## src/rtl/demux_ser.sv

```systemverilog
// Demultiplexing serialiser: accepts a wide word plus a channel select and
// emits it one SYS_DWIDTH slice per cycle on the selected output channel.
module demux_ser #(
  parameter int MST_DWIDTH = 32,
  parameter int SYS_DWIDTH = 8,
  parameter int NUM_CH     = 3,
  parameter int LSB_FIRST  = 1
) (
  input  logic                         clk_sys,
  input  logic                         rst_n,
  input  logic [1:0]                   select,
  input  logic [MST_DWIDTH-1:0]        data_i,
  input  logic                         valid_i,
  output logic                         ready_o,
  output logic [NUM_CH*SYS_DWIDTH-1:0] data_o,
  output logic [NUM_CH-1:0]            valid_o,
  output logic                         busy_o,
  output logic                         err_o
);

  localparam int NSLICE = MST_DWIDTH / SYS_DWIDTH;
  localparam int CW     = (NSLICE > 1) ? $clog2(NSLICE) : 1;

  typedef enum logic {IDLE, SEND} state_t;

  state_t                       state_q, state_d;
  logic [CW-1:0]                cnt_q, cnt_d;
  logic [MST_DWIDTH-1:0]        word_q, word_d;
  logic [1:0]                   sel_q, sel_d;
  logic [NUM_CH*SYS_DWIDTH-1:0] data_q, data_d;
  logic [NUM_CH-1:0]            valid_q, valid_d;
  logic                         err_q, err_d;

  logic                  last_slice;
  logic                  accept;
  logic                  sel_ok;
  logic                  emit;
  logic [MST_DWIDTH-1:0] slice_word;
  logic [1:0]            slice_ch;
  int                    slice_idx;
  int                    slice_pos;
  logic [SYS_DWIDTH-1:0] slice;

  assign last_slice = (state_q == SEND) && (cnt_q == CW'(NSLICE - 1));
  assign ready_o    = (state_q == IDLE) || last_slice;
  assign accept     = valid_i && ready_o;
  assign sel_ok     = int'(select) < NUM_CH;

  // The slice for the cycle after an accept comes straight from data_i so the
  // first slice appears without a bubble; later slices come from word_q.
  always_comb begin
    state_d    = state_q;
    cnt_d      = cnt_q;
    word_d     = word_q;
    sel_d      = sel_q;
    data_d     = data_q;
    valid_d    = '0;
    err_d      = 1'b0;
    emit       = 1'b0;
    slice_word = word_q;
    slice_ch   = sel_q;
    slice_idx  = 0;
    slice_pos  = 0;
    slice      = '0;

    if (accept) begin
      if (sel_ok) begin
        state_d    = SEND;
        cnt_d      = '0;
        word_d     = data_i;
        sel_d      = select;
        emit       = 1'b1;
        slice_word = data_i;
        slice_ch   = select;
        slice_idx  = 0;
      end else begin
        state_d = IDLE;
        err_d   = 1'b1;
      end
    end else if (state_q == SEND) begin
      if (last_slice) begin
        state_d = IDLE;
      end else begin
        cnt_d     = cnt_q + CW'(1);
        emit      = 1'b1;
        slice_idx = int'(cnt_q) + 1;
      end
    end

    slice_pos = (LSB_FIRST != 0) ? slice_idx : (NSLICE - 1 - slice_idx);
    for (int s = 0; s < NSLICE; s++) begin
      if (s == slice_pos) slice = slice_word[s*SYS_DWIDTH +: SYS_DWIDTH];
    end

    if (emit) begin
      for (int ch = 0; ch < NUM_CH; ch++) begin
        if (ch == int'(slice_ch)) begin
          data_d[ch*SYS_DWIDTH +: SYS_DWIDTH] = slice;
          valid_d[ch]                         = 1'b1;
        end
      end
    end
  end

  always_ff @(posedge clk_sys or negedge rst_n) begin
    if (!rst_n) begin
      state_q <= IDLE;
      cnt_q   <= '0;
      word_q  <= '0;
      sel_q   <= '0;
      data_q  <= '0;
      valid_q <= '0;
      err_q   <= 1'b0;
    end else begin
      state_q <= state_d;
      cnt_q   <= cnt_d;
      word_q  <= word_d;
      sel_q   <= sel_d;
      data_q  <= data_d;
      valid_q <= valid_d;
      err_q   <= err_d;
    end
  end

  assign data_o  = data_q;
  assign valid_o = valid_q;
  assign err_o   = err_q;
  assign busy_o  = (state_q == SEND);

endmodule

```

## config.mk

```make
export PLATFORM = sky130hd
export DESIGN_NAME = demux_ser
export DESIGN_NICKNAME = d
export VERILOG_FILES = /design/src/rtl/demux_ser.sv
export SDC_FILE = /design/constraint.sdc
export NUM_CORES = 1
export LEC_CHECK = 0
export CAP_MARGIN = 20
export CORE_ASPECT_RATIO = 0.6
export CORE_MARGIN = 5
export CORE_UTILIZATION = 40
export CTS_BUF_LIST = sky130_fd_sc_hd__clkbuf_8
export CTS_CLUSTER_DIAMETER = 120
export DETAILED_ROUTE_END_ITERATION = 10
export SYNTH_ARGS = -nofsm -noshare
export SYNTH_HDL_FRONTEND = slang
export SYNTH_SLANG_ARGS = --single-unit
```

## constraint.sdc

```tcl
create_clock -name clk_sys -period 2.8 [get_ports clk_sys]
set_clock_uncertainty 0.1 [all_clocks]
set_input_delay 0.56 -clock clk_sys [delete_from_list [all_inputs] [get_ports clk_sys]]
set_output_delay 0.56 -clock clk_sys [all_outputs]
set_load 0.1 [all_outputs]
```

* Word level (Yosys, flattened, before mapping)
Cells that the tools add are included.
** Storage, ports and cells
- Logic and storage cells :: 56
- Output and inout port bits :: 30
- Flip-flop bits (word level) :: 65
** Cells by class
- Bitwise operators :: 1
- Multiplexer cells :: 25
- Eq/ne operators :: 8
- Order comparisons :: 1
- Add/subtract/negate cells :: 2
- Reduce and logical (&&, ||, !) cells :: 10
** Operators with widths (count)
- 3-bit by 32-bit == test with 1-bit output (first input constant) :: 2
- 32-bit two-way mux :: 2
- 2-bit by 32-bit == test with 1-bit output (first input constant) :: 1
- 32-bit zero test :: 1
- 8-bit two-way mux :: 4
- 2-bit two-way mux :: 6
- 3-bit two-way mux :: 4
- 1-bit two-way mux :: 9
- 2-bit AND reduction :: 3
- 2-bit == test (first input constant) :: 2
- 2-bit by 1-bit != test with 1-bit output (second input constant) :: 2
- 2-bit by 1-bit adder with 3-bit output (second input constant) :: 1
- 3-bit AND reduction :: 1
- 2-bit by 1-bit adder with 2-bit output (second input constant) :: 1
- 2-bit == test (second input constant) :: 1
- 1-bit logical AND :: 2
- 2-bit zero test :: 1
- 2-bit less-than comparator (second input constant) :: 1
- 2-bit nonzero test :: 1
- 1-bit logical OR :: 1
- 1-bit inverter :: 1

* Longest topological paths before layout
Gate-level depths: netlist of the first run.
- Depth in word-level cells :: 10
- Depth in mapped cells :: 9
- Depth with buffers taken out :: 8

* Worst setup path after synthesis of the first run
No wires, ideal clock.
- Path kind :: register to register
- Start point :: reg state_q, in the netlist busy_o
- End point :: reg data_q[0], in the netlist data_o[0]
- Buffers on the path :: 2
- Cell stages (with the launch flop) :: 9
- Data required time :: 2.622 ns
- Arrival :: 2.346 ns
- Setup time :: 0.078 ns
- Setup slack :: 0.277 ns
- Clock period less this slack :: 2.523 ns
- Cell sequence :: dfrtp_1 -> nor2b_4 -> inv_2 -> buf_2 -> buf_2 -> nand4_1 -> a21oi_1 -> nor2_1 -> a21oi_1
** Between the ends
- Cells in the longest elaborated chain, start to end :: 9
- Elaborated cells between the ends (all ways) :: 22
** RTL lines
- start: declaration :: line 26 : state_t state_q, state_d;
- start signal: assignment :: line 115 : state_q <= state_d;
- 1-bit logical AND / 1-bit inverter (equally long branches) :: line 44, 45
- 1-bit logical OR (*) :: line 45 : assign ready_o = (state_q == IDLE) || last_slice;
- net ready_o :: line 14 : output logic ready_o,
- 1-bit logical AND (*) :: line 46 : assign accept = valid_i && ready_o;
- 3-bit two-way mux :: line 66 : if (accept) begin
- 32-bit zero test :: line 92 : if (s == slice_pos) slice = slice_word[s*SYS_DWIDTH +: SYS_DWIDTH];
- 8-bit two-way mux (4 in series) :: line 92
- end signal: assignment :: line 119 : data_q <= data_d;
- end: declaration :: line 30 : logic [NUM_CH*SYS_DWIDTH-1:0] data_q, data_d;
Mark *: on every way through the listed nets, which the timed path passes. The rest lies on a longest branch.
A chain may end at the register's enable or synchronous reset.

* Worst setup path in the final report of the first run
- Start point :: in select[0]
- End point :: reg data_q[1], in the netlist data_o[1]
** Between the ends
- Cells in the longest elaborated chain, start to end :: 7
- Elaborated cells between the ends (all ways) :: 13
** RTL lines
- start: declaration :: line 11 : input logic [1:0] select,
- 2-bit less-than comparator :: line 47 : assign sel_ok = int'(select) < NUM_CH;
- 32-bit two-way mux :: line 67 : if (sel_ok) begin
- 32-bit two-way mux :: line 66
- 8-bit two-way mux (4 in series) :: line 92
Parallel ways exist; a longest one is shown, timed or not.

==> metrics.txt, run 1 <==
largest net degree at the start of global routing 66; Max FO, Critical Path 33; I/O Buffers 66; Die ar. between 10,000 and 15,000 um^2; Post-Layout Inst Area 4240 um^2; Placeable Area 7910 um^2; Setup crit start kind input pin; GPL Wtd Cong 0.870; Congestion Overflow GR 0; Clock Pin Slew Worst Setup and Hold Paths 0.07 ns; Slew headroom 52.8%; number of gates resized after CTS 0; RSZ-0062 raised after global routing false; Hold Crit Class input pin to async pin; clk_lat worst skew 0.36 ns; Post-Route WL 9.31 mm; fmax ~430 MHz; Max Slew Vio Count 0; root buffer cell clkbuf_8; Vias 2,920; initial antenna violation count 0; syn nets 397; Iteration-0 DRC Markers 249; Post-CTS Hold Buffers 0; Std-Cell Rows 25; Die Ht 80.1 um; max-cap check violation count 0; DRT antenna net count 0; setup TNS 0 ns; GRT Resource Usage Total 19.4%; synth unique cells 36; worst slew pin tran 0.706 ns; type of the worst setup path input pin to flip-flop; Post-CTS Repair Setup Buffers 0; CTS tree yes; Synth warnings 0; Clock Sinks 65; Top-Level Pins 67; Die Span X roughly 130 um; vias in the first global route 2,897; Diodes inserted 0; DP Area 4010 um^2; initial core utilization between 40% and 50%; vias per cell 5.41; post-synthesis sequential area ratio between 40% and 50%; HPWL Detailed 6.62 mm; post-route minimum period 2.32 ns; status finished clean; Mapped Area 3270 um^2; share of cells above drive strength 1 20.8%; Setup crit end kind flip-flop; first-pass GRT wire length 15.3 mm; final worst-path cycle share just over 80%; maximum clock insertion buffer count 2; DR pass1 iterations 4; Syn Inst Count 359; area grow syn2layout 29.6%; H-tree depth 3; Yosys reg bits 65; Final Hold Viols 0; DRC errors left 0; nets 465; Synth Area per Inst 9.12 um^2; CP required 2.92 ns; DR WL/cell 17.2 um; # setup viols final 0; CTS Buf Count 9; critical path arrival 2.44 ns
[layout by cell type, fill, tap and decap left out, types with 2 or more instances in the layout]
cell,n
nand2_1,68
inv_2,3
buf_12,3
clkinv_1,2
nor2_1,49
o211ai_1,2
a21oi_1,50
nand3_1,2
inv_1,4
or4_1,2
dfrtp_1,65
clkbuf_8,10
o211ai_2,6
buf_4,43
nand4_1,24
o31ai_1,24
bufinv_16,2
nor3_1,2
or4_4,6
and2_1,2
o31ai_2,8
clkdlybuf4s50_1,35
nor2b_1,2
[kinds of logic (layout without fill, tap and decap cells)]
| family | after synthesis | in the layout | share of synthesized area (%) |
|---|---|---|---|
| flops | 65 | 65 | 49.7 |
| compound gates | 97 | 97 | 21.4 |
| buf+inv | 34 | 107 | 5.08 |
| simple gates | 162 | 162 | 23.4 |
| fa+ha+maj | 1 | 1 | 0.382 |
[worst paths after layout]
path	start	to	slack, ns	cells past startpoint
worst min register to register	word_q[18]	word_q[18]	0.38	2
worst max register to register	cnt_q[0]	data_o[3]	0.57	8
min in group clk_sys	word_q[18]	word_q[18]	0.38	2
worst min-delay path	rst_n	word_q[22]	0.1	2
max in group asynchronous	rst_n	data_o[2]	2.19	2
worst max-delay path	select[0]	data_o[1]	0.48	7
[layout make-up]
cell class / instances / area (um^2)
Fill cell: 729 / 3670
Clock inverter: 6 / 90.1
Inverter: 9 / 33.8
Timing Repair Buffer: 82 / 738
Sequential cell: 65 / 1630
Tap cell: 108 / 135
Clock buffer: 10 / 138
Multi-Input combinational cell: 260 / 1480
[worst max-delay path: stages]
cell and delay (ns):
clkdlybuf4s50_1 0.47, and2_1 0.20, buf_12 0.17, nor3_4 0.56
o211ai_1 0.22, o31ai_2 0.13, a21oi_1 0.12
[state kept, by name (all words and copies together), names as in the netlist]
| register | cells |
|---|---|
| err_o | 1 |
| cnt_q | 2 |
| busy_o | 1 |
| sel_q | 2 |
| word_q | 32 |
| valid_o | 3 |
| data_o | 24 |
[layer usage]
metal | part of all wire (%) | global-route usage [%]
met5 | 0 | 0
met4 | 0.27 | 3.53
met3 | 8.0 | 6.38
met2 | 41 | 26.3
met1 | 50 | 30.0
[cell usage after synthesis, drive strengths merged]
library cell / count / share of area (%)
nand2: 68 / 7.8
dfrtp: 65 / 50
a21oi: 50 / 7.6
nor2: 49 / 5.6
o31ai: 32 / 8.6
nand4: 24 / 4.6
buf: 19 / 3.4
o211ai: 8 / 2.8
or4: 8 / 2.5
inv: 7 / 0.80
clkbuf: 6 / 0.69
nor2b: 3 / 0.80
nor3: 3 / 0.80
a32oi: 2 / 1.3
and2: 2 / 0.38
clkinv: 2 / 0.23
nand3: 2 / 0.31
a21boi: 1 / 0.23
a21o: 1 / 0.23
and3: 1 / 0.19
ha: 1 / 0.38
nand2b: 1 / 0.19
o21a: 1 / 0.23
o21ai: 1 / 0.15
o32a: 1 / 0.31
or3: 1 / 0.19
[stage by stage]
step                      hold WS, ns  worst slack (ns)  util (%)  cells
after floorplan                 0.164             0.277         -    359
after global placement          0.363             0.143      50.7    524
after detailed placement        0.363            0.0992      50.7    524
after CTS                       0.110             0.497      53.6    540
after global routing            0.129             0.328      53.6    540
final                          0.0978             0.482      53.6    540
Power of run 1 is left out: the tool's default activity adds up to more than one toggle a clock period on the data nets, which glitch-free logic cannot reach.
==> run 2: changes to the inputs <==
- clock period: 2.8 -> 2.2 ns (I/O delays scaled with it)
==> metrics.txt, run 2 (synthesis gave the netlist of run 1 again) <==
status finished clean; Post-Route WL 9.66 mm (+3.8%); worst slew pin tran 0.552 ns (-0.153 ns); clk_lat worst skew 0.35 ns (about the same); setup TNS 0 ns (unchanged); fmax 477 MHz; Placeable Area 7910 um^2 (unchanged); DRC errors left 0 (unchanged); share of cells above drive strength 1 26.7% (+5.9 points); Multi-input gate area 1490 um^2 (+0.85%); maximum clock insertion buffer count 2 (unchanged); Clock Sinks 65 (unchanged); GRT Resource Usage Total 20.4% (+0.92 points); Vias 3,058 (+4.7%); critical path arrival 1.56 ns (-0.88 ns); DP Cell Count 556 (+6.1%); root buffer cell clkbuf_8; HPWL Detailed 7.15 mm (+8.0%); H-tree depth 3 (unchanged); Die Ht 80.1 um (unchanged); cells along the critical path ha_4 > nor2b_4 > clkinv_4 > buf_6 > buf_12; CTS Buf Count 9 (unchanged); I/O Buffers 66 (unchanged); initial antenna violation count 0 (unchanged); Post-Layout Cell Count 576 (+6.7%); Die ar. 10,200 um^2 (unchanged); Iteration-0 DRC Markers 181 (-27%); nets 501 (+7.7%); commonest cells after routing, fill and taps aside 72 x buf_4, 68 x nand2_1, 64 x dfrtp_1; Reg area 1630 um^2 (about the same); first-pass GRT wire length 16.1 mm (+5.3%); Max Slew Vio Count 0 (unchanged); CTS tree yes; initial core utilization 41.4% (unchanged); Clock Pin Slew Worst Setup and Hold Paths 0.07 ns (about the same); DR WL/cell 16.8 um (-2.7%); Congestion Overflow GR 0 (unchanged); CP required 1.66 ns (-1.26 ns); WP buf/inv 3 (+1); CP max stage cell dfrtp_1; Largest Register word_q; Setup crit start kind flip-flop; type of the worst setup path flip-flop to output pin; final worst-path cycle share 95.4%; post-route minimum period 2.10 ns; DRT antenna net count 0 (unchanged); Top-Level Pins 67 (unchanged); vias in the first global route 3,017 (+4.1%); Diodes inserted 0 (unchanged); # setup viols final 0 (unchanged); GPL Wtd Cong 0.775 (-11%); max-cap check violation count 0 (unchanged); DR pass1 iterations 4 (unchanged); commonest non-fill, non-tap cell in the layout buf_4; Filler cells 704 (-3.4%); Max FO, Critical Path 6 (-82%); largest net degree at the start of global routing 49 (-26%); Final Hold Viols 0 (unchanged); CP peak stage delay 0.41 ns (-0.15 ns); max FFs per register 32 (unchanged); RSZ-0062 raised after global routing false; Die Span X 127 um (unchanged); area grow syn2layout 39.3%; Slew headroom 63.2% (+10 points); vias per cell 5.31 (-1.8%); Setup crit end kind output pin; CP top delay family buffers and inverters; Std-Cell Rows 25 (unchanged); Hold Crit Class flip-flop to flip-flop; final core occ 57.6% (+4.0 points)
-- run 2: cell types whose count changed in the layout (fill, tap and decap cells not counted), sizes merged --
cell	before	now
buf	47	82
bufinv	2	1
dlygate4sd3	0	1
inv	8	9
-- run 2: metrics by stage --
step	setup WS, ns	hold WS [ns]	instance area [um^2]
3_3_place_gp	-0.240	0.323	4310
3_5_place_dp	-0.289	0.321	4310
6_report	0.102	0.383	4560
5_1_grt	0.00256	0.406	4560
2_1_floorplan	0.0701	0.0444	3280
4_1_cts	0.00417	0.385	4500
-- run 2: area by class of cell --
| cell class | count | area share [%] |
|---|---|---|
| Sequential cell | 65 | 35.7 |
| Multi-Input combinational cell | 260 | 32.7 |
| Timing Repair Buffer | 118 | 23.4 |
| Clock buffer | 10 | 3.02 |
| Tap cell | 108 | 2.96 |
| Clock inverter | 6 | 1.13 |
| Inverter | 9 | 0.988 |
-- run 2: worst min-delay path, delay by kind of cell (launching register included) --
| kind | cells | cell delay (ns) |
|---|---|---|
| flip-flops | 1 | 0.35 |
| AND/OR/NAND/NOR | 2 | 0.10 |
-- run 2: final timing paths --
| check | from | end | slack [ns] | depth (start not counted) |
|---|---|---|---|---|
| worst max-delay path | cnt_q[1] | ready_o | 0.10 | 5 |
| worst min-delay path | word_q[18] | word_q[18] | 0.38 | 2 |
| worst max register to register | cnt_q[1] | data_o[2] | 0.12 | 8 |
| worst min register to register | word_q[18] | word_q[18] | 0.38 | 2 |
| max in group asynchronous | rst_n | word_q[26] | 0.90 | 3 |
| min in group asynchronous | rst_n | word_q[21] | 0.48 | 2 |
-- run 2: what timing repair did --
action	4_1_cts	5_1_grt
hold endpoints to repair	17	0
endpoints found under the setup margin	0	19
hold buffers	1	0
buffers inserted	0	3
resized for setup	0	9
-- run 2: metal layers --
metal  routed length, um  up-vias  GRT usage [%]  part of all wire [%]
li1                    -     1487              -                     -
met1                4990     1459           31.3                    52
met2                3970      103           27.7                    41
met3                 625        9           6.18                   6.5
met4                  70        0           4.50                  0.72
met5                   0        -              0                     0
Power of run 2 is left out for the same reason.
==> run 3: changes to the inputs <==
- CAP_MARGIN: 20 -> default
==> results of run 3 <==
Same layout as run 2: the final DEF is identical, and so are final timing and power.
Power of run 3 is left out for the same reason.
